<file path="src/rtl/cpu_sequencer_pkg.sv">
// Shared decoder state codes, opcodes and sequencer limits for the CPU
// control loop.
package cpu_sequencer_pkg;

  localparam logic [3:0] STATE_FETCH_PC   = 4'h0;
  localparam logic [3:0] STATE_FETCH_INST = 4'h1;
  localparam logic [3:0] STATE_LOAD_ADDR  = 4'h2;
  localparam logic [3:0] STATE_FETCH_MEM  = 4'h3;
  localparam logic [3:0] STATE_LOAD_A     = 4'h4;
  localparam logic [3:0] STATE_ADD        = 4'h5;
  localparam logic [3:0] STATE_STORE      = 4'h6;
  localparam logic [3:0] STATE_JUMP       = 4'h7;
  localparam logic [3:0] STATE_OUT        = 4'h8;
  localparam logic [3:0] STATE_HALT       = 4'h9;
  localparam logic [3:0] STATE_NEXT       = 4'hA;

  localparam logic [3:0] OP_NOP = 4'h0;
  localparam logic [3:0] OP_LDA = 4'h1;
  localparam logic [3:0] OP_ADD = 4'h2;
  localparam logic [3:0] OP_SUB = 4'h3;
  localparam logic [3:0] OP_STA = 4'h4;
  localparam logic [3:0] OP_LDI = 4'h5;
  localparam logic [3:0] OP_JMP = 4'h6;
  localparam logic [3:0] OP_OUT = 4'hE;
  localparam logic [3:0] OP_HLT = 4'hF;

  // First micro-cycle the decoder has no entry for.
  localparam int DEFAULT_MAX_CYCLE = 7;

endpackage

</file>
<file path="src/rtl/cpu_sequencer_step_edge_gen.sv">
// Turns the run level and the debounced step level into a one-clock
// advance enable for the sequencer.
module step_edge_gen (
  input  logic clk,
  input  logic reset_n,
  input  logic run,
  input  logic step,
  input  logic halted,
  output logic adv
);

  logic step_q;

  // step_q tracks step even in run mode, so a step held across a drop of
  // run back to single-step does not produce a second advance.
  always_ff @(posedge clk or negedge reset_n) begin
    if (!reset_n) begin
      step_q <= 1'b0;
    end else begin
      step_q <= step;
    end
  end

  assign adv = ~halted & (run | (step & ~step_q));

endmodule

</file>
<file path="src/rtl/cpu_sequencer.sv">
// Micro-cycle sequencer: feeds cycle/opcode to the control decoder, reacts
// to its decoded state, and reports halt, fault and retired instructions.
module cpu_sequencer
  import cpu_sequencer_pkg::*;
#(
  parameter int CYCLE_W   = 4,
  parameter int MAX_CYCLE = DEFAULT_MAX_CYCLE,
  parameter int COUNT_W   = 8
) (
  input  logic               clk,
  input  logic               reset_n,
  input  logic [3:0]         state,
  input  logic [7:0]         instr_in,
  input  logic               run,
  input  logic               step,
  output logic [CYCLE_W-1:0] cycle,
  output logic [3:0]         opcode,
  output logic               halted,
  output logic               fault,
  output logic [COUNT_W-1:0] instr_count
);

  logic adv;
  logic unused_operand;

  assign unused_operand = ^instr_in[3:0];

  step_edge_gen u_step_edge_gen (
    .clk     (clk),
    .reset_n (reset_n),
    .run     (run),
    .step    (step),
    .halted  (halted),
    .adv     (adv)
  );

  // The overrun check outranks every decoded state so cycle can never
  // run past the decoder's table.
  always_ff @(posedge clk or negedge reset_n) begin
    if (!reset_n) begin
      cycle       <= '0;
      opcode      <= 4'h0;
      halted      <= 1'b0;
      fault       <= 1'b0;
      instr_count <= '0;
    end else if (adv) begin
      if (cycle >= CYCLE_W'(MAX_CYCLE)) begin
        fault  <= 1'b1;
        halted <= 1'b1;
      end else if (state == STATE_HALT) begin
        halted <= 1'b1;
      end else if (state == STATE_NEXT) begin
        cycle       <= '0;
        instr_count <= instr_count + COUNT_W'(1);
      end else begin
        cycle <= cycle + CYCLE_W'(1);
      end
      if (state == STATE_FETCH_INST) begin
        opcode <= instr_in[7:4];
      end
    end
  end

endmodule

</file>
<file path="config.mk">
export PLATFORM = sky130hd
export DESIGN_NAME = cpu_sequencer
export DESIGN_NICKNAME = d
export VERILOG_FILES = /design/src/rtl/cpu_sequencer_pkg.sv /design/src/rtl/cpu_sequencer_step_edge_gen.sv /design/src/rtl/cpu_sequencer.sv
export SDC_FILE = /design/constraint.sdc
export NUM_CORES = 1
export LEC_CHECK = 0
export ABC_CLOCK_PERIOD_IN_PS = 2000
export CAP_MARGIN = 15
export CORE_MARGIN = 2
export CORE_UTILIZATION = 41
export CTS_BUF_LIST = sky130_fd_sc_hd__clkbuf_4 sky130_fd_sc_hd__clkbuf_8 sky130_fd_sc_hd__clkbuf_16
export CTS_CLUSTER_DIAMETER = 40
export CTS_CLUSTER_SIZE = 12
export DETAILED_ROUTE_END_ITERATION = 7
export PLACE_DENSITY = 0.76
export SLEW_MARGIN = 20
export SYNTH_ARGS = -nofsm -noshare
export SYNTH_HDL_FRONTEND = slang
export SYNTH_SLANG_ARGS = --single-unit
export TNS_END_PERCENT = 50
</file>
<file path="constraint.sdc">
create_clock -name clk -period 2 [get_ports clk]
set_input_delay 0.4 -clock clk [delete_from_list [all_inputs] [get_ports clk]]
set_output_delay 0.4 -clock clk [all_outputs]
set_load 0.01 [all_outputs]
</file>
==> flow_summary.json <==
{
  "area_delta_synth_final_pct": 52.57,
  "avgSynthCellArea_um2": 12.35,
  "critPathArrivalTime_ps": 2140,
  "synth.top_cells.by_area": "dfrtp_1 56%, mux2_2 7.9%, xor2_1 5.1%",
  "grt_setup_unrepaired": "true",
  "ctsRootBufferMaster": "clkbuf_4",
  "routed-wl-met2_um": 976,
  "maxSlewViolCount": 0,
  "highest_layer": "met4",
  "first_iter_violations": 5,
  "fin_nets": 133,
  "dieWidth_um": 49.59,
  "yosysSeqAreaShare_pct": 55.80,
  "syn_inst": 69,
  "cts_sinks": 19,
  "syn_nets": 87,
  "async_flop_share_pct": 100.0,
  "vias": 673,
  "initial_utilization_pct": 43.43,
  "cts_buffers": 3,
  "wl_met3_um": 38,
  "clk_pin_slew_ps": 110,
  "synth_area_um2": 852.1,
  "power.leakage_nw": 0.6039,
  "finalPower_mw": 1.098,
  "hold_violations": 0,
  "crit_family": "compound AO/OA/AOI/OAI gates",
  "tritoncts": "built",
  "rows": 16,
  "min_path_type": "input pin to async pin",
  "wl_met1_um": 853,
  "crit_path_end_kind": "flop",
  "slew_headroom_pct": 72.96,
  "ctsHoldBuffers": 0,
  "io_pins": 34,
  "postLayoutCoreUtil_pct": 66.26,
  "ctsResizeCount": 0,
  "max-cap-violations": 0,
  "status": "complete, no violations",
  "crit_cells": 6,
  "grt_pass1_wl_um": 3284,
  "antenna_found_initial": 0,
  "grt_pass1_vias": 768,
  "core_area_mm2": 0.001962,
  "fmax_ghz": 0.5206,
  "synth.distinct_cells": 25,
  "period_share_pct": 96.05,
  "synth_edf_count": 0,
  "yosys_register_bits": 19,
  "n_antenna_cell": 0,
  "avgRoutedWirePerCell_um": 13.39,
  "critPathMaxStageDelay_ps": 430,
  "vias_per_cell": 4.773,
  "drc_errors": 0,
  "worstSkewPairLatency_ps": 290,
  "cp.buffers_inverters": 1,
  "die_area_mm2": 0.002459,
  "yosys.area.top_type": "dfrtp_1",
  "port_buffers": 29,
  "setup_viol": 0,
  "postCtsSetupBuffers": 0,
  "clockBufferDepth": 2,
  "worst_slew_pin_slew_ps": 400.2,
  "grt_max_degree": 20,
  "synth_top_area_share_pct": 55.80,
  "yosysWarnings": 0,
  "track_usage_pct": 17.58,
  "p_per_area_mw_per_mm2": 844.5,
  "slowest_stage": "dfrtp_1",
  "setup_tns_ps": 0,
  "peakVddDrop_mv": 0.4677,
  "critPathMaxFanout": 10,
  "critPathRequiredTime_ps": 2220,
  "synth_flop_cell": "dfrtp_1",
  "firstDrtPassIters": 2,
  "ff2ff_path_depth": 6,
  "dieHeight_um": 49.59,
  "critPathKind": "flop to flop",
  "fin_crit_ps": 1921,
  "start_kind": "flop",
  "routed_wl_um": 1888,
  "gr-total-overflow": 0,
  "clock_skew_ps": 7.136,
  "antenna_left": 0,
  "h-tree-depth": 1,
  "final_layout_size_suffix_gt1_share_pct": 21.93,
  "crit_chain": "ha_1 > a21o_1 > a2111o_1 > buf_4 > nor3_1 > xor2_1",
  "place_congestion": 0.7373,
  "hpwl_um": 1522
}
==> cell usage after synthesis, types with 2 or more instances <==
library cell / count
dfrtp_1: 19
mux2_2: 6
nand2_1: 5
xor2_1: 5
inv_1: 3
nor2_1: 3
a21o_1: 2
ha_1: 2
nand2b_1: 2
nand3_1: 2
nand4_1: 2
nor3_1: 2
nor4_1: 2
nor4bb_1: 2
xnor2_1: 2
==> power breakdown <==
part,switching [mW],internal (mW),total [mW]
registers,0.0631,0.457,0.520
logic,0.136,0.238,0.374
clock network,0.113,0.0909,0.204
==> sequential cells by signal (all words and copies together), names as in the netlist <==
signal	cells
instr_count	8
cycle	4
opcode	4
fault	1
halted	1
u_step_edge_gen.step_q	1
==> worst paths after layout <==
| path | endpoint | startpoint | slack [ps] |
|---|---|---|---|
| worst min-delay path | cycle[1]$_DFFE_PN0P_ | reset_n | 430 |
| worst max-delay path | instr_count[3]$_DFFE_PN0P_ | cycle[0]$_DFFE_PN0P_ | 80 |
| max in group asynchronous | opcode[0]$_DFFE_PN0P_ | reset_n | 1360 |
| min in group clk | instr_count[7]$_DFFE_PN0P_ | instr_count[7]$_DFFE_PN0P_ | 480 |
| worst min register to register | instr_count[7]$_DFFE_PN0P_ | instr_count[7]$_DFFE_PN0P_ | 480 |
| worst max register to register | instr_count[3]$_DFFE_PN0P_ | cycle[0]$_DFFE_PN0P_ | 80 |
==> final cells by class <==
cell class,count,area [um^2]
clock buffers,4,30.03
well taps,27,33.78
repair buffers,42,387.9
flip-flops and latches,19,475.5
fillers,175,661.9
multi-input cells,46,361.6
inverters,3,11.26
==> through the flow <==
step                area [um^2]  std cells  setup slack, ps  hold slack [ps]
floorplan                 852.1         69            150.7            104.4
global placement           1270        137           -158.7            446.1
detailed placement         1270        137           -199.0            461.2
CTS                        1300        141            73.36            439.3
global route               1300        141           -17.54            446.9
finish                     1300        141            78.99            426.1
==> metal layers <==
layer  global-route usage (%)  vias up
met4                    8.333        0
met1                    21.02      317
met2                    31.33       12
met5                        0        -
met3                    1.818        2
li1                         -      342
==> cell families (layout without fill, tap and decap cells) <==
kind of cell | Yosys count | count (layout) | synth area share [%]
compound gates | 9 | 9 | 9.396
simple gates | 22 | 22 | 14.98
mux | 6 | 6 | 7.929
fa+ha+maj | 2 | 2 | 2.936
buf+inv | 4 | 49 | 1.762
xor+xnor | 7 | 7 | 7.195
flops | 19 | 19 | 55.80
==> cell usage in the layout (no fill, tap or decap), types with 2 or more instances in the layout <==
| cell type | synthesis | layout |
|---|---|---|
| nor2_1 | 3 | 3 |
| a21o_1 | 2 | 2 |
| clkbuf_4 | 0 | 4 |
| xor2_1 | 5 | 5 |
| nand3_1 | 2 | 2 |
| mux2_2 | 6 | 6 |
| nor3_1 | 2 | 2 |
| nand4_1 | 2 | 2 |
| clkdlybuf4s50_1 | 0 | 29 |
| nand2_1 | 5 | 5 |
| inv_1 | 3 | 3 |
| nor4bb_1 | 2 | 2 |
| nand2b_1 | 2 | 2 |
| ha_1 | 2 | 2 |
| xnor2_1 | 2 | 2 |
| buf_4 | 0 | 13 |
| nor4_1 | 2 | 2 |
| dfrtp_1 | 19 | 19 |
==> worst reg2reg max path, cell delays in order (launching register included) <==
cell and delay, ps:
dfrtp_1 430, ha_1 220, a21o_1 170, a2111o_1 420
buf_4 190, nor3_1 250, xor2_1 170
Power figures use the tool's default switching activity.
